File: src/rtl/round_arbiter.sv
// Round-robin arbiter that shares one 2-stage rounding unit among NREQ requesters,
// tracking each operand with a tag pipeline kept in step with the rounding unit.
module round_arbiter #(
  parameter int NREQ     = 4,
  parameter int INWIDTH  = 33,
  parameter int OUTWIDTH = 16,
  parameter int IDW      = 2
) (
  input  logic                     CLK,
  input  logic                     RESET,
  input  logic [NREQ-1:0]          REQ_VALID,
  input  logic [NREQ*INWIDTH-1:0]  REQ_DATA,
  output logic [NREQ-1:0]          REQ_READY,
  output logic                     RND_EN,
  output logic [INWIDTH-1:0]       RND_DIN,
  input  logic [OUTWIDTH-1:0]      RND_DOUT,
  input  logic                     RND_SATUR,
  output logic                     RES_VALID,
  input  logic                     RES_READY,
  output logic [IDW-1:0]           RES_ID,
  output logic [OUTWIDTH-1:0]      RES_DATA,
  output logic                     RES_SATUR,
  input  logic                     CLR_CNT,
  output logic [15:0]              SAT_CNT
);

  typedef struct packed {
    logic           valid;
    logic [IDW-1:0] id;
  } tag_t;

  tag_t           tag_s1;
  tag_t           tag_s2;
  logic [IDW-1:0] ptr;
  logic [IDW-1:0] ptr_next;
  logic [IDW-1:0] grant_idx;
  logic [IDW-1:0] hi_idx;
  logic [IDW-1:0] lo_idx;
  logic           hi_found;
  logic           any_valid;
  logic           stall;
  logic           transfer;
  logic           sat_inc;
  logic [15:0]    sat_cnt_q;

  assign stall     = tag_s2.valid & ~RES_READY;
  assign RND_EN    = ~stall;
  assign any_valid = |REQ_VALID;
  assign transfer  = any_valid & ~stall;

  // Two-window search: lowest valid index at or above ptr wins, otherwise the
  // lowest valid index overall (the wrap-around half of the rotation).
  // NOTE: every always_comb output gets a default before any branch, so no
  // path leaves a variable unassigned and no latch is inferred.
  always_comb begin
    hi_found = 1'b0;
    hi_idx   = '0;
    lo_idx   = '0;
    for (int i = NREQ - 1; i >= 0; i--) begin
      if (REQ_VALID[i]) begin
        lo_idx = IDW'(i);
        if (IDW'(i) >= ptr) begin
          hi_idx   = IDW'(i);
          hi_found = 1'b1;
        end
      end
    end
    grant_idx = hi_found ? hi_idx : lo_idx;
  end

  always_comb begin
    REQ_READY = '0;
    RND_DIN   = '0;
    for (int i = 0; i < NREQ; i++) begin
      if (IDW'(i) == grant_idx) begin
        REQ_READY[i] = transfer;
        if (any_valid) begin
          RND_DIN = REQ_DATA[i*INWIDTH +: INWIDTH];
        end
      end
    end
  end

  assign ptr_next = (grant_idx == IDW'(NREQ - 1)) ? '0 : grant_idx + 1'b1;

  // Tags advance only with RND_EN so they stay aligned with the rounding stages.
  // NOTE: state registers use non-blocking assignments so every flop samples
  // pre-edge values, independent of statement order.
  always_ff @(posedge CLK) begin
    if (RESET) begin
      tag_s1 <= '0;
      tag_s2 <= '0;
      ptr    <= '0;
    end else if (RND_EN) begin
      tag_s2 <= tag_s1;
      if (transfer) begin
        tag_s1 <= tag_t'{valid: 1'b1, id: grant_idx};
        ptr    <= ptr_next;
      end else begin
        tag_s1 <= '0;
      end
    end
  end

  assign sat_inc = tag_s2.valid & RES_READY & RND_SATUR;

  // A clear coinciding with a counted result keeps that result.
  always_ff @(posedge CLK) begin
    if (RESET) begin
      sat_cnt_q <= '0;
    end else if (CLR_CNT) begin
      sat_cnt_q <= sat_inc ? 16'd1 : 16'd0;
    end else if (sat_inc && (sat_cnt_q != 16'hFFFF)) begin
      sat_cnt_q <= sat_cnt_q + 16'd1;
    end
  end

  assign RES_VALID = tag_s2.valid;
  assign RES_ID    = tag_s2.id;
  assign RES_DATA  = RND_DOUT;
  assign RES_SATUR = RND_SATUR;
  assign SAT_CNT   = sat_cnt_q;

endmodule

File: config.mk
export PLATFORM = sky130hd
export DESIGN_NAME = round_arbiter
export DESIGN_NICKNAME = d
export VERILOG_FILES = /design/src/rtl/round_arbiter.sv
export SDC_FILE = /design/constraint.sdc
export NUM_CORES = 1
export LEC_CHECK = 0
export ABC_CLOCK_PERIOD_IN_PS = 4800
export CAP_MARGIN = 20
export CORE_AREA = 8 8 74 125
export DETAILED_ROUTE_END_ITERATION = 7
export DIE_AREA = 0 0 82 133
export GPL_TIMING_DRIVEN = 0
export PLACE_DENSITY = 0.95
export SYNTH_ARGS = -nofsm -noshare
export SYNTH_HDL_FRONTEND = slang
export SYNTH_SLANG_ARGS = --single-unit
File: constraint.sdc
create_clock -name CLK -period 4.8 [get_ports CLK]
set_clock_uncertainty 0.05 [all_clocks]
set_input_delay 0.96 -clock CLK [delete_from_list [all_inputs] [get_ports CLK]]
set_output_delay 0.96 -clock CLK [all_outputs]
set_load 0.005 [all_outputs]
; After elaboration in Yosys (flattened, before gate mapping)
; Cells that the tools add are included.
[totals]
register_bits = 24
latch_bits = 0
ram_bits = 0
romBits = 0
inputBits = 157
out_inout_bits = 74
word_cells = 66
mem_count = 0
[classes]
add_sub_neg = 2
multipliers = 0
div_mod_pow = 0
magnitude_cmp = 4
eq_ne = 5
shifts = 0
n_mux = 38
n_bitwise = 6
n_reduce_logical = 5
[op_table]
columns = cell, count
row1 = $mux 33, 8
row2 = $mux 16, 2
row3 = $mux 2, 14
row4 = $add 16x1->16 const B, 1
row5 = $ne 16x16->1 const B, 1
row6 = $mux 1, 13
row7 = $and 1x1->1, 4
row8 = $eq 2x2->1 const A, 2
row9 = $ge 1x2->1 const A, 2
row10 = $ge 2x2->1 const A, 2
row11 = $reduce_or 4->1, 1
row12 = $mux 3, 1
row13 = $add 2x1->2 const B, 1
row14 = $eq 1x2->1 const A, 1
row15 = $eq 2x2->1 const B, 1
row16 = $logic_not 2->1, 1
row17 = $not 1->1, 2
row18 = $reduce_and 2->1, 1
row19 = $reduce_bool 2->1, 1
row20 = $logic_and 1x1->1, 1

; Depth between registers and ports, before layout
[depth]
depth_word = 18
depth_mapped = 11
depth_no_buf = 9

; Worst setup path before layout
; OpenSTA, ideal clock, no wires.
[synth_timing]
kind = in2out
startpoint = input port REQ_VALID[0]
endpoint = output port RND_DIN[10]
arrival_time_ns = 2.855
required_ns = 3.790
path_slack_ns = 0.935
path_stages = 11
n_path_buf = 3
path_cell_list = a21o_1 a21oi_1 o21ai_0 ha_1 clkbuf_1 nor2b_1 clkbuf_1 clkbuf_1 a221oi_1 a211o_1 a21oi_1
[synth_between]
elab_chain_cells = 10
[synth_lines]
columns = element, line_no
row1 = from (decl), 11  ; input logic [NREQ-1:0] REQ_VALID,
row2 = $mux 2 / $mux 1 (equally long branches), 60  ; if (REQ_VALID[i]) begin
row3 = $mux 2, 68  ; grant_idx = hi_found ? hi_idx : lo_idx;
row4 = $logic_not 2->1, 75  ; if (IDW'(i) == grant_idx) begin
row5 = $mux 33, 75
row6 = $mux 33, 77  ; if (any_valid) begin
row7 = $mux 33, 75
row8 = $mux 33, 77
row9 = $mux 33, 75
row10 = $mux 33, 77
row11 = $mux 33 *, 75
row12 = to (decl), 15  ; output logic [INWIDTH-1:0] RND_DIN,
; Mark *: on every way between the ends. The rest lies on a longest branch, timed or not.

; Final worst setup path
[layout_timing]
startpoint = input port REQ_VALID[0]
endpoint = output port RND_DIN[9]
; The elaborated chain is that of the path after synthesis.

==> flow_metrics.py <==
metrics = {
    "finish": {
        "instances_no_fill": 676,
        "syn2layout_area_growth_pct": 99.0,
        "antenna_cells": 0,
        "layout.nets": 751,
        "drive_gt1_frac": 0.102,
        "fill_cells": 619,
    },
    "route": {
        "num_vias": 3891,
        "wl_mm": 14.0,
        "wl_per_cell_um": 20.8,
        "ant_nets": 0,
        "dr.first_iter.drc_count": 387,
        "firstDrtPassIters": 7,
        "drc": 0,
        "vias_per_cell": 5.76,
    },
    "global_routing": {
        "antenna_found_initial": 0,
        "grt_max_degree": 15,
        "grt_pass1_vias": 3982,
        "overflow": 0,
        "grt_pass1_wl_mm": 20.6,
        "groute.usage.overall": 0.239,
    },
    "timing": {
        "tightest_slew_ns": 0.832,
        "fmax_ghz": 0.206,
        "min_period_over_period": 1.01,
        "setup_violations": 7,
        "holdWs_ns": 0.411,
        "fin_crit_ns": 4.86,
        "final-hold-violation-count": 0,
        "maxSlewViolCount": 0,
        "postLayoutSetupSlackWorst_ns": -0.0603,
        "relSlewSlack": 0.440,
    },
    "critical_path": {
        "end_kind": "output pin",
        "r2r_setup_slack_ns": 2.51,
        "setup.worst_path.start_class": "input pin",
        "r2r-start": "SAT_CNT[0]",
        "worst_r2r_endpoint": "SAT_CNT[6]",
        "worstPathMaxFanout": 10,
        "critPathLaunch": "REQ_VALID[0]",
        "criticalPathCategory": "input pin to output pin",
        "crit_path_cell_trace": "clkdlybuf4s50_1 > nor2b_1 > o21ai_0 > o21ai_2 > ha_2 > nor2b_1 > buf_4 > buf_4 > a221oi_1 > a211o_1 > a21oi_2 > clkdlybuf4s50_1",
        "worstPathArrival_ns": 3.85,
        "cpPeakStageDelay_ns": 0.53,
        "slowest_stage": "clkdlybuf4s50_1",
        "crit_required_ns": 3.79,
        "rr_worst_depth": 6,
    },
    "pwr": {
        "leakage_uw": 0.00214,
        "vdd_drop_max_v": 0.000158,
        "power_density_nw_per_um2": 258,
    },
    "synthesis": {
        "syn-num-nets": 529,
        "ys_seq_area_frac": 0.191,
        "synth-main-ff-cell": "dfxtp_1",
        "synth_area_per_cell_sq_um": 6.84,
        "synth_edf_count": 0,
        "yosys-top-cells-area": "dfxtp_1, a211o_1, a221oi_1",
        "synth_top_cell_area_share": 0.191,
        "synthesis.area_sq_um": 2510,
        "synth-seq-cells": 24,
        "synth_cell_types": 43,
        "synth_top_cell_by_area": "dfxtp_1",
        "ys_warn_count": 0,
        "ys_async_sr_fraction": 0,
        "synthCells": 367,
    },
    "min_path": {
        "hp-class": "flip-flop to flip-flop",
        "hp-start": "RES_ID[1]",
        "holdPathStages": 2,
        "hold_path_end": "RES_ID[1]",
    },
    "clocking": {
        "tritoncts": "yes",
        "cts_root_buffer": "clkbuf_16",
        "cts.sinks": 24,
        "clk_pin_slew_worst_paths_ns": 0.06,
        "clock_path_buffers": 2,
        "numCtsBuffers": 3,
        "h-tree-depth": 1,
        "clkLatencyLatePin_ns": 0.26,
    },
    "floorplan": {
        "dieArea_sq_um": 10900,
        "rows": 42,
        "dieHeight_um": 133,
        "io_pins": 231,
        "die_w_um": 82,
        "core_sq_um": 7460,
        "start_util": 0.336,
    },
    "place": {
        "preCtsSetupSlack_ns": -0.657,
        "hpwl_mm": 11.8,
        "portBuffers": 214,
        "place_congestion": 0.965,
        "dp.cells": 670,
    },
    "outcome": {
        "violations": "negative setup slack",
        "status": "complete, but fails checks",
    },
    "job": {
        "drv_cap": 0,
    },
}
==> cells in the mapped netlist, drive strengths merged (2+ instances only) <==
| master | n |
|---|---|
| a21oi | 52 |
| a31oi | 2 |
| a211oi | 2 |
| nand3 | 6 |
| and3 | 2 |
| a221oi | 32 |
| nor3 | 3 |
| nor2b | 4 |
| nor4 | 2 |
| a211o | 33 |
| clkbuf | 29 |
| o31ai | 6 |
| and2 | 5 |
| inv | 43 |
| o221ai | 2 |
| nor2 | 11 |
| or3 | 7 |
| or4 | 5 |
| o21ai | 11 |
| ha | 5 |
| dfxtp | 24 |
| nand4 | 7 |
| nand2 | 41 |
| buf | 20 |
==> worst max-delay path: cells and delay by family <==
kind                     cells  cell delay [ns]
buffers and inverters        4             1.32
adder cells (fa/ha/maj)      1             0.27
AO/OA/AOI/OAI                5             1.01
AND/OR/NAND/NOR              2             0.29
==> cells in the final DEF, fill, tap and decap left out, types with 4 or more instances in the layout <==
master / instances
dlygate4sd2_1: 8
nand4_1: 6
o31ai_1: 6
nand3_1: 6
clkbuf_2: 11
buf_4: 23
inv_1: 43
nor2b_1: 4
a221oi_1: 32
ha_1: 4
a21oi_2: 4
o21ai_0: 10
and2_1: 5
nor2_1: 11
clkbuf_1: 11
clkdlybuf4s50_1: 193
nand2_1: 41
a21oi_1: 48
dfxtp_1: 24
a211o_1: 33
or3_1: 6
dlymetal6s2s_1: 13
==> state kept, by name (all words and copies together), names as in the netlist <==
register and cells:
RES_ID 2, RES_VALID 1, SAT_CNT 16, ptr 2, tag_s1 3
==> layer usage <==
layer,GRT usage,up-vias,part of all wire
li1,-,1775,-
met1,0.228,1798,0.32
met2,0.439,282,0.51
met3,0.0780,36,0.13
met4,0.0963,0,0.034
met5,0,-,0
==> repair_timing <==
action                                  4_1_cts  5_1_grt
hold buffers                                  0        0
hold endpoints to repair                      0        0
endpoints found under the setup margin       36       27
gates cloned                                  0        0
gates resized for setup                      34       31
pin swaps                                     0        3
setup buffers                                 0        3
==> metrics by stage <==
step | util | TNS, ns | power, uW | instance area, sq um
finish | 0.669 | -0.166 | 1290 | 4990
global route | 0.669 | -1.10 | 1350 | 4990
CTS | 0.659 | -0.0214 | 1280 | 4920
detailed placement | 0.639 | -17.12 | 1040 | 4770
global placement | 0.638 | -14.09 | 1020 | 4760
floorplan | - | 0 | 580 | 2510
==> area by class of cell <==
type,count,area (sq um),share of cell area
buffer,49,313,0.0626
clock inverter,1,30.0,0.00601
clock buffer,3,75.1,0.0150
tap,88,110,0.0220
timing repair buffer,218,2190,0.439
sequential,24,480,0.0962
multi-input combinational,250,1630,0.327
inverter,43,161,0.0323
==> report_power, final <==
group / total, uW / switching (uW) / internal [uW]
Combinational: 838 / 354 / 484
Clock: 237 / 71.3 / 166
Sequential: 216 / 8.45 / 207
==> cell families (layout without fill, tap and decap cells) <==
group,after synthesis,count (layout),share of synthesized area
buffers and inverters,93,314,0.171
adders and majority gates,5,5,0.0249
AOI/OAI and AO/OA,146,146,0.409
and+or+nand+nor,98,98,0.199
DFF,24,24,0.191
xor gates and xnor gates,1,1,0.00349
==> how the worst max path moves through the flow <==
| stage | end | slack, ns | cells after the start |
|---|---|---|---|
| after floorplan | RND_DIN[10] | 0.94 | 11 |
| after global placement | RND_DIN[14] | -0.52 | 12 |
| after detailed placement | RND_DIN[13] | -0.66 | 12 |
| after CTS | RND_DIN[9] | -0.02 | 13 |
| after global routing | RND_DIN[9] | -0.12 | 12 |
| final | RND_DIN[9] | -0.06 | 12 |
(Power assumes the default switching activity.)
